**src/rtl/interboard_pkg.sv**
```systemverilog
// Shared definitions for the inter-board Request/Ack link.
// Holds the message field widths, the bus width, the sequencer state
// encodings (ordered to match the receiver's WAIT_1..FINISH states), the
// word-handshake state encodings, the latched message record and the
// helper that maps a sequencer state to the zero-extended bus word.
package interboard_pkg;

    localparam int DATA_W     = 6;
    localparam int WORD_COUNT = 6;
    localparam int MSG_W      = 4;
    localparam int BX_W       = 5;
    localparam int BY_W       = 3;
    localparam int CARD_W     = 6;
    localparam int LEN_W      = 3;
    localparam int DIR_W      = 1;

    typedef enum logic [2:0] {
        SEQ_IDLE   = 3'd0,
        SEQ_W1     = 3'd1,
        SEQ_W2     = 3'd2,
        SEQ_W3     = 3'd3,
        SEQ_W4     = 3'd4,
        SEQ_W5     = 3'd5,
        SEQ_W6     = 3'd6,
        SEQ_FINISH = 3'd7
    } seq_state_t;

    typedef enum logic [1:0] {
        SS_IDLE = 2'd0,
        SS_REQ  = 2'd1,
        SS_HOLD = 2'd2,
        SS_GAP  = 2'd3
    } ss_state_t;

    typedef struct packed {
        logic [MSG_W-1:0]  msg_type;
        logic [BX_W-1:0]   block_x;
        logic [BY_W-1:0]   block_y;
        logic [CARD_W-1:0] card;
        logic [LEN_W-1:0]  sel_len;
        logic [DIR_W-1:0]  move_dir;
    } msg_t;

    // Word presented on the bus while the sequencer sits in state s.
    function automatic logic [DATA_W-1:0] msg_word(input msg_t m, input seq_state_t s);
        logic [DATA_W-1:0] w;
        w = '0;
        case (s)
            SEQ_W1:  w = DATA_W'(m.msg_type);
            SEQ_W2:  w = DATA_W'(m.block_x);
            SEQ_W3:  w = DATA_W'(m.block_y);
            SEQ_W4:  w = DATA_W'(m.card);
            SEQ_W5:  w = DATA_W'(m.sel_len);
            SEQ_W6:  w = DATA_W'(m.move_dir);
            default: w = '0;
        endcase
        return w;
    endfunction

endpackage

```
**src/rtl/send_all_single_send.sv**
```systemverilog
// single_send: one-word Request/Ack handshake engine.
// Synchronises the remote Ack, raises Request with the registered word,
// drops Request once Ack is seen, waits for Ack to fall, then idles for
// GAP_CYCLES before pulsing word_done.
// Ports:
//   clk, rst        clock, synchronous active-high reset
//   ack             remote Ack pin (asynchronous to clk)
//   word_start      one-cycle pulse: capture word and start the handshake
//   word            word to send
//   request         registered Request to the remote board
//   data            registered bus word, stable from REQ to end of word
//   word_done       one-cycle pulse when the word is fully complete
import interboard_pkg::*;

module single_send #(
    parameter int GAP_CYCLES  = 2,
    parameter int SYNC_STAGES = 2
) (
    input  logic              clk,
    input  logic              rst,
    input  logic              ack,
    input  logic              word_start,
    input  logic [DATA_W-1:0] word,
    output logic              request,
    output logic [DATA_W-1:0] data,
    output logic              word_done
);

    localparam logic [3:0] GAP_LAST = 4'(GAP_CYCLES - 1);

    logic [SYNC_STAGES-1:0] sync;
    logic                   ack_s;
    ss_state_t              state;
    logic [3:0]             gap_cnt;

    assign ack_s = sync[SYNC_STAGES-1];

    always_ff @(posedge clk) begin
        if (rst) begin
            sync      <= '0;
            state     <= SS_IDLE;
            request   <= 1'b0;
            data      <= '0;
            gap_cnt   <= '0;
            word_done <= 1'b0;
        end else begin
            sync      <= {sync[SYNC_STAGES-2:0], ack};
            word_done <= 1'b0;
            case (state)
                // ack_s is ignored here, so stray Ack pulses cannot start anything
                SS_IDLE: begin
                    if (word_start) begin
                        data    <= word;
                        request <= 1'b1;
                        state   <= SS_REQ;
                    end
                end
                // No timeout: waits for Ack indefinitely
                SS_REQ: begin
                    if (ack_s) begin
                        request <= 1'b0;
                        state   <= SS_HOLD;
                    end
                end
                SS_HOLD: begin
                    if (!ack_s) begin
                        gap_cnt <= '0;
                        state   <= SS_GAP;
                    end
                end
                // data is left untouched until the next word_start
                SS_GAP: begin
                    if (gap_cnt == GAP_LAST) begin
                        word_done <= 1'b1;
                        state     <= SS_IDLE;
                    end else begin
                        gap_cnt <= gap_cnt + 4'd1;
                    end
                end
                default: state <= SS_IDLE;
            endcase
        end
    end

endmodule

```
**src/rtl/send_all.sv**
```systemverilog
// send_all: transmitting end of the inter-board Request/Ack link.
// Latches a six-field game message on a ctrl_en pulse and sends it as six
// zero-extended 6-bit words (msg_type, block_x, block_y, card, sel_len,
// move_dir) through one single_send handshake engine.
// Ports:
//   clk, rst, interboard_rst   clock and two synchronous active-high resets
//   Ack                        remote acknowledge (asynchronous)
//   ctrl_en, ctrl_*            one-pulse send command and message fields
//   Request, interboard_data   registered link outputs
//   busy                       message in progress
//   done                       one-cycle pulse, whole message acknowledged
import interboard_pkg::*;

module send_all #(
    parameter int GAP_CYCLES  = 2,
    parameter int SYNC_STAGES = 2
) (
    input  logic              clk,
    input  logic              rst,
    input  logic              interboard_rst,
    input  logic              Ack,
    input  logic              ctrl_en,
    input  logic [MSG_W-1:0]  ctrl_msg_type,
    input  logic [BX_W-1:0]   ctrl_block_x,
    input  logic [BY_W-1:0]   ctrl_block_y,
    input  logic [CARD_W-1:0] ctrl_card,
    input  logic [LEN_W-1:0]  ctrl_sel_len,
    input  logic [DIR_W-1:0]  ctrl_move_dir,
    output logic              Request,
    output logic [DATA_W-1:0] interboard_data,
    output logic              busy,
    output logic              done
);

    logic              rst_all;
    seq_state_t        state;
    msg_t              msg;
    logic              word_start;
    logic              word_done;
    logic [DATA_W-1:0] word;

    // A link abort behaves exactly like a local reset: the message is dropped.
    assign rst_all = rst | interboard_rst;
    assign word    = msg_word(msg, state);

    always_ff @(posedge clk) begin
        if (rst_all) begin
            state      <= SEQ_IDLE;
            msg        <= '0;
            busy       <= 1'b0;
            done       <= 1'b0;
            word_start <= 1'b0;
        end else begin
            word_start <= 1'b0;
            done       <= 1'b0;
            case (state)
                SEQ_IDLE: begin
                    if (ctrl_en && !busy) begin
                        msg        <= '{msg_type: ctrl_msg_type, block_x: ctrl_block_x,
                                        block_y: ctrl_block_y, card: ctrl_card,
                                        sel_len: ctrl_sel_len, move_dir: ctrl_move_dir};
                        busy       <= 1'b1;
                        word_start <= 1'b1;
                        state      <= SEQ_W1;
                    end
                end
                SEQ_W1: if (word_done) begin state <= SEQ_W2; word_start <= 1'b1; end
                SEQ_W2: if (word_done) begin state <= SEQ_W3; word_start <= 1'b1; end
                SEQ_W3: if (word_done) begin state <= SEQ_W4; word_start <= 1'b1; end
                SEQ_W4: if (word_done) begin state <= SEQ_W5; word_start <= 1'b1; end
                SEQ_W5: if (word_done) begin state <= SEQ_W6; word_start <= 1'b1; end
                SEQ_W6: if (word_done) begin state <= SEQ_FINISH; done <= 1'b1; end
                // busy stays high through the done cycle, so a ctrl_en there is ignored
                SEQ_FINISH: begin
                    busy  <= 1'b0;
                    state <= SEQ_IDLE;
                end
                default: state <= SEQ_IDLE;
            endcase
        end
    end

    single_send #(
        .GAP_CYCLES  (GAP_CYCLES),
        .SYNC_STAGES (SYNC_STAGES)
    ) u_single_send (
        .clk        (clk),
        .rst        (rst_all),
        .ack        (Ack),
        .word_start (word_start),
        .word       (word),
        .request    (Request),
        .data       (interboard_data),
        .word_done  (word_done)
    );

endmodule

```
**config.mk**
```make
export PLATFORM = sky130hd
export DESIGN_NAME = send_all
export DESIGN_NICKNAME = d
export VERILOG_FILES = /design/src/rtl/interboard_pkg.sv /design/src/rtl/send_all_single_send.sv /design/src/rtl/send_all.sv
export SDC_FILE = /design/constraint.sdc
export NUM_CORES = 1
export LEC_CHECK = 0
export CAP_MARGIN = 15
export CELL_PAD_IN_SITES_DETAIL_PLACEMENT = 1
export CELL_PAD_IN_SITES_GLOBAL_PLACEMENT = 2
export CORE_MARGIN = 2
export CORE_UTILIZATION = 31
export CTS_CLUSTER_DIAMETER = 40
export DETAILED_ROUTE_END_ITERATION = 12
export PLACE_DENSITY = 0.8
export SLEW_MARGIN = 20
export SYNTH_ARGS = -nofsm -noshare
export SYNTH_HDL_FRONTEND = slang
export SYNTH_SLANG_ARGS = --single-unit
```
**constraint.sdc**
```tcl
create_clock -name clk -period 2 [get_ports clk]
set_input_delay 0.4 -clock clk [delete_from_list [all_inputs] [get_ports clk]]
set_output_delay 0.4 -clock clk [all_outputs]
set_load 0.02 [all_outputs]
```
# Yosys cells after proc, flatten, opt, wreduce, memory -nomap -nowiden
# Index checks and enable logic that the tools add are counted.
[totals]
in_bits = 27
elab_cells = 86
regBits = 44
[op_classes]
mux = 26
add_sub_neg = 1
reduce_logical = 17
bitwise_logic = 3
eq_ne = 23
[ops]
columns = ["operator", "count"]
rows = [
  ["$pmux W6 S6", 1],
  ["$pmux W3 S8", 1],
  ["$mux W3", 7],
  ["$ne A2 B1 Y1 const B", 8],
  ["$eq A3 B3 Y1 const B", 4],
  ["$mux W2", 4],
  ["$mux W4", 2],
  ["$ne A2 B2 Y1 const B", 4],
  ["$pmux W2 S4", 1],
  ["$pmux W4 S2", 1],
  ["$reduce_and A7 Y1", 1],
  ["$eq A3 B2 Y1 const B", 2],
  ["$mux W1", 6],
  ["$pmux W1 S2", 3],
  ["$reduce_and A2 Y1", 3],
  ["$reduce_and A3 Y1", 2],
  ["$reduce_bool A2 Y1", 3],
  ["$reduce_or A5 Y1", 1],
  ["$add A4 B1 Y4 const B", 1],
  ["$eq A2 B2 Y1 const B", 2],
  ["$eq A4 B1 Y1 const B", 1],
  ["$reduce_and A4 Y1", 1],
  ["$reduce_or A2 Y1", 2],
  ["$eq A3 B1 Y1 const B", 1],
  ["7 further kinds", 8],
]

# Longest topological paths before layout
[logic_depth]
depth_word = 4
depth_mapped = 8
depth_no_buf = 6

# Cells and area by module
# A second synthesis with hierarchy kept.
[unflattened]
hier_cells = 250
hier_area_um2 = 2083.2
[modules_own_cells]
columns = ["module", "cells_per_inst", "area_each_um2", "n_inst"]
rows = [
  ["send_all", 162, 1322.5, 1],
  ["single_send", 88, 760.7, 1],
]

# Least setup slack after synthesis
# OpenSTA, ideal clock, no wires.
[synth_timing]
path_type = "reg-to-reg"
start = "register state[1]"
end = "register state[2]"
path_slack_ps = 308
t_arrival_ps = 1574
period_less_slack_ps = 1692
path_stages_with_launch = 9
setup_ps = 117
cell_sequence = "dfxtp_1 buf_2 buf_6 inv_1 ha_1 nor3_1 a21boi_1 nor3_1 a32o_1"
[synth_between]
elab_chain_cells = 3
[synth_rtl]
columns = ["item", "line_no", "source"]
rows = [
  ["start, declared", "send_all.sv:36", "seq_state_t state;"],
  ["start signal, assigned", "send_all.sv:48", "state <= SEQ_IDLE;"],
  ["start signal, assigned", "send_all.sv:64", "state <= SEQ_W1;"],
  ["start signal, assigned", "send_all.sv:67", "SEQ_W1: if (word_done) begin state <= SEQ_W2; word_start <= 1'b1; end"],
  ["$eq A3 B1 Y1, or another cell as far along", "send_all.sv:56", "case (state)"],
  ["$ne A2 B1 Y1 (no line) or $ne A2 B2 Y1 (tied branches)", "--", ""],
  ["$reduce_and A7 Y1 (no line)", "--", ""],
]
# Several ways; a longest one is shown, not always the timed one.
# A chain may end at the register's enable or synchronous reset.

# Worst setup path after layout
[layout_timing]
start = "register u_single_send.state[0]"
end = "register u_single_send.state[0]"
[layout_between]
elab_chain_cells = 3
[layout_rtl]
columns = ["item", "line_no", "source"]
rows = [
  ["start, declared", "send_all_single_send.sv:33", "ss_state_t state;"],
  ["start signal, assigned", "send_all_single_send.sv:41", "state <= SS_IDLE;"],
  ["start signal, assigned", "send_all_single_send.sv:55", "state <= SS_REQ;"],
  ["start signal, assigned", "send_all_single_send.sv:62", "state <= SS_HOLD;"],
  ["$eq A2 B2 Y1, or another cell as far along", "send_all_single_send.sv:49", "case (state)"],
  ["$ne A2 B1 Y1 (no line) or $ne A2 B2 Y1 (tied branches)", "--", ""],
  ["$reduce_and A4 Y1 (no line)", "--", ""],
]
# Several ways; a longest one is shown, not always the timed one.

==> results.md <==
- The net switching component of the power is 0.447 mW.
- For the worst setup path, the data required time is 2190 ps.
- For this design the ratio of total power to cell area is 684 mW/mm^2.
- At the worst endpoint, the arrival time is 2040 ps.
- Setup violations remaining at the end of the flow were counted as 0.
- The buffer count from post-CTS setup fixing is 0.
- The most critical setup path has its startpoint at u_single_send.state[0].
- The total power of the final layout is 1.86 mW.
- The worst IR drop on VDD is 0.238 mV.
- The initial antenna violation count was 0.
- The final number of hold-violating endpoints was 0.
- The area of all placed cells without fillers is 0.00272 sq mm.
- The weighted congestion reported at the end of routability-driven placement is 0.756.
- The number of instances in the synthesized netlist is 257.
- The flip-flop and latch count after synthesis is 44.
- The leakage power is 0.975 nW.
- The detailed-router iteration count before antenna repair is 4.
- The root buffer cell is clkbuf_8.
- The internal power is 1.41 mW.
- The final layout contains 331 nets.
- Clock-pin slew was measured on the worst setup and hold paths at 80 ps.
- The region available for standard cell placement spans 0.00672 sq mm.
- The number of buffers created by CTS is 5.
- The proportion of synthesized flip-flops having asynchronous set or reset is 0.
- The fraction of final layout cells sized beyond drive strength 1 is 0.0915.
- The critical path goes through inv_1 -> ha_1 -> nor2b_1 -> or2_0 -> a2111oi_1 -> nor3_2.
- After detailed routing, the number of remaining DRC violations is 0.
- 36 I/O pins were placed.
- Entering global routing, the biggest net connects 24 pins.
- The min-delay analysis places its worst path in the category reg -> reg.
- Sorting the synthesized cells by area gives the leading types as dfxtp_1, nand2_1, a21oi_1, ha_1, nor2_1.
- The maximum operating frequency is 538 MHz.
- The die is 86.8 um wide.
- For this block, the routed nets add up to 5500 um of wire.
- The flow ran to the end, and the final reports show no timing, DRC or antenna violations.
- The worst path in the final design needs a cycle of 1860 ps, including I/O delays and setup.
- For this run, the number of Yosys warnings is 0.
- The first-pass GRT wire length is 9240 um.
- In this run the mean area of a mapped cell was 8.28 sq um.
- The die covers 0.00754 sq mm.
- The share of total power dissipated in combinational logic is 0.119.
- The number of global-route vias before repair was 1,949.
- The number of max-slew violations in the final report is 0.
- In the finished design, the share of the clock period the worst path needs comes to 0.929.
- In this run the tool buffered the top-level ports with 35 buffer cells.
- The slowest library cell on the worst path is a2111oi_1.
- Using the TritonRoute via totals, the vias-per-cell ratio works out to 4.99.
- Detailed routing inserted a total of 1,873 vias.
- In this run, post-CTS hold repair placed 0 buffers.
- Measured along the y axis, the die boundary spans 86.8 um.
- The synthesized netlist net count is 294.
- In the final timing run, aggregate negative setup slack is 0 ps.
- Of the total power, the share spent switching nets is 0.240.
- Summing all placed instances gives a cell area of 0.00260 sq mm.
- The cell type with the largest total area after synthesis is dfxtp_1.
- The kind of critical path is reg -> reg.
- The most frequent cell after synthesis is nand2_1.
- In this run the most critical hold path is launched from u_single_send.sync[0].
- The aggregate global-route resource usage is 0.157.
- The leading register cell type out of synthesis is dfxtp_1.
- The share of the synthesized area in the top cell type is 0.414.
- In the synthesized netlist, the cells that appear most often are nand2_1, dfxtp_1, a21oi_1, nor2_1, ha_1.
- Of the total power, the clock network draws 0.390.
- The number of buffers and inverters on the critical path is 1.
- The post-route worst setup slack is 142 ps.
- In this run the remaining antenna-violating nets after routing total 0.
- Prior to clock tree synthesis, the placed netlist has a worst setup slack of 117 ps.
- The deepest level of the CTS H-tree is 2.
- The actual slew at the worst max-slew pin is 448 ps.
- The cell area after synthesis is 0.00213 sq mm.
- Setup repair after global routing left no endpoint under its margin.
- The number of diodes is 0.
- The violation count after the first detailed-route iteration is 82.
- The synthesized design contains 0 enable-type register cells.
- The total overflow left after global routing is 0.
- The worst hold slack across all endpoints is 442 ps.
- Headroom to the max-slew limit came out at 0.700.
- Of all nets on the critical path, the largest fanout is 4.
- The part of the power in registers is 0.491.
- Of the synthesized area, sequential elements account for 0.414.
- TritonCTS built the clock tree.
- From synthesis to final layout, the design area changed by 27.9%.
- The worst setup path is launched from a flop.
- The sink count of the clock tree is 44.
- The worst-case clock buffer depth is 2.
- Max-cap violations in this run came to 0.
- Clock skew on the completed layout was measured at 7.17 ps.
- STA classifies the critical path endpoint as a flop.
- In this run the core area contains 30 standard-cell rows.
- The kind of cell with the highest combined delay along the critical path is simple AND/OR/NAND/NOR gates.
- The initial core utilization is 0.317.
- The launching point of the worst reg2reg path is u_single_send.state[0].
- On the worst path, the slowest cell contributes a delay of 480 ps.
- After synthesis, the netlist uses 49 different library cells.
- In the final routed layout, each cell accounts on average for 14.7 um.
- The half-perimeter wire length after detailed placement is 4050 um.
- Clock latency on the worst-skew pair, taken at its later pin, is 300 ps.
## logic make-up after synthesis
logic type / count (synthesis) / share of synthesized area
and+or+nand+nor: 111 / 0.245
AOI/OAI and AO/OA: 59 / 0.188
DFF: 44 / 0.414
buffers and inverters: 24 / 0.0512
adders and majority gates: 10 / 0.0588
muxes: 6 / 0.0300
xor gates and xnor gates: 3 / 0.0124
## metal layers
| metal | share of wire | routed length [um] | global-route usage | vias up |
|---|---|---|---|---|
| li1 | - | - | - | 955 |
| met1 | 0.47 | 2580 | 0.197 | 885 |
| met2 | 0.49 | 2670 | 0.264 | 27 |
| met3 | 0.030 | 164 | 0.0371 | 6 |
| met4 | 0.013 | 72 | 0.0469 | 0 |
| met5 | 0 | 0 | 0 | - |
## state kept, by name (all words and copies together), names as in the netlist
| signal | flops |
|---|---|
| done | 1 |
| state | 3 |
| busy | 1 |
| u_single_send.data | 6 |
| u_single_send.gap_cnt | 4 |
| u_single_send.request | 1 |
| word_start | 1 |
| msg | 22 |
| u_single_send.sync | 2 |
| u_single_send.word_done | 1 |
| u_single_send.state | 2 |
## layout by cell type (no fill, tap or decap), types with 2 or more instances in the layout
cell	instances
nor3_1	4
a21oi_1	32
buf_4	11
nand3_1	8
inv_1	6
xnor2_1	2
and2_1	4
ha_1	10
clkbuf_8	6
nor2_1	18
mux2i_1	3
or2_1	2
nor2b_1	8
a22oi_1	2
o21ai_0	2
dfxtp_1	44
o31ai_1	4
a221oi_1	4
o21ai_1	2
a32o_1	3
clkdlybuf4s50_1	35
nand2b_1	3
mux2_2	2
nand2_1	53
## metrics by stage
stage,utilization,std cells
floorplan,-,257
global placement,0.387,367
detailed placement,0.387,367
CTS,0.405,375
global route,0.405,375
finish,0.405,375
## final cells by class
class | count | area (sq um)
clock inverter | 2 | 38.8
clock buffer | 6 | 82.6
tap | 80 | 100
timing repair buffer | 47 | 453
inverter | 7 | 26.3
multi-input combinational | 189 | 1140
sequential | 44 | 881
fill | 789 | 4000
## path summary, 6_finish.rpt
path	endpoint	slack [ps]	cells after the start
worst min-delay path	u_single_send.sync[1]	440	1
worst max-delay path	u_single_send.state[0]	140	6
worst min register to register	u_single_send.sync[1]	440	1
worst max register to register	u_single_send.state[0]	140	6
## repair_timing
item	4_1_cts	5_1_grt
endpoints found under the setup margin	0	1
hold endpoints to repair	0	0
gates resized for setup	0	1
## power groups by stage
stage	combinational (mW)	clock [mW]	sequential [mW]
detailed placement	0.223	0	0.934
CTS	0.225	0.750	0.914
finish	0.222	0.726	0.913
global route	0.248	0.784	0.917
floorplan	0.119	0	0.929
global placement	0.221	0	0.934
Power figures use the tool's default switching activity.
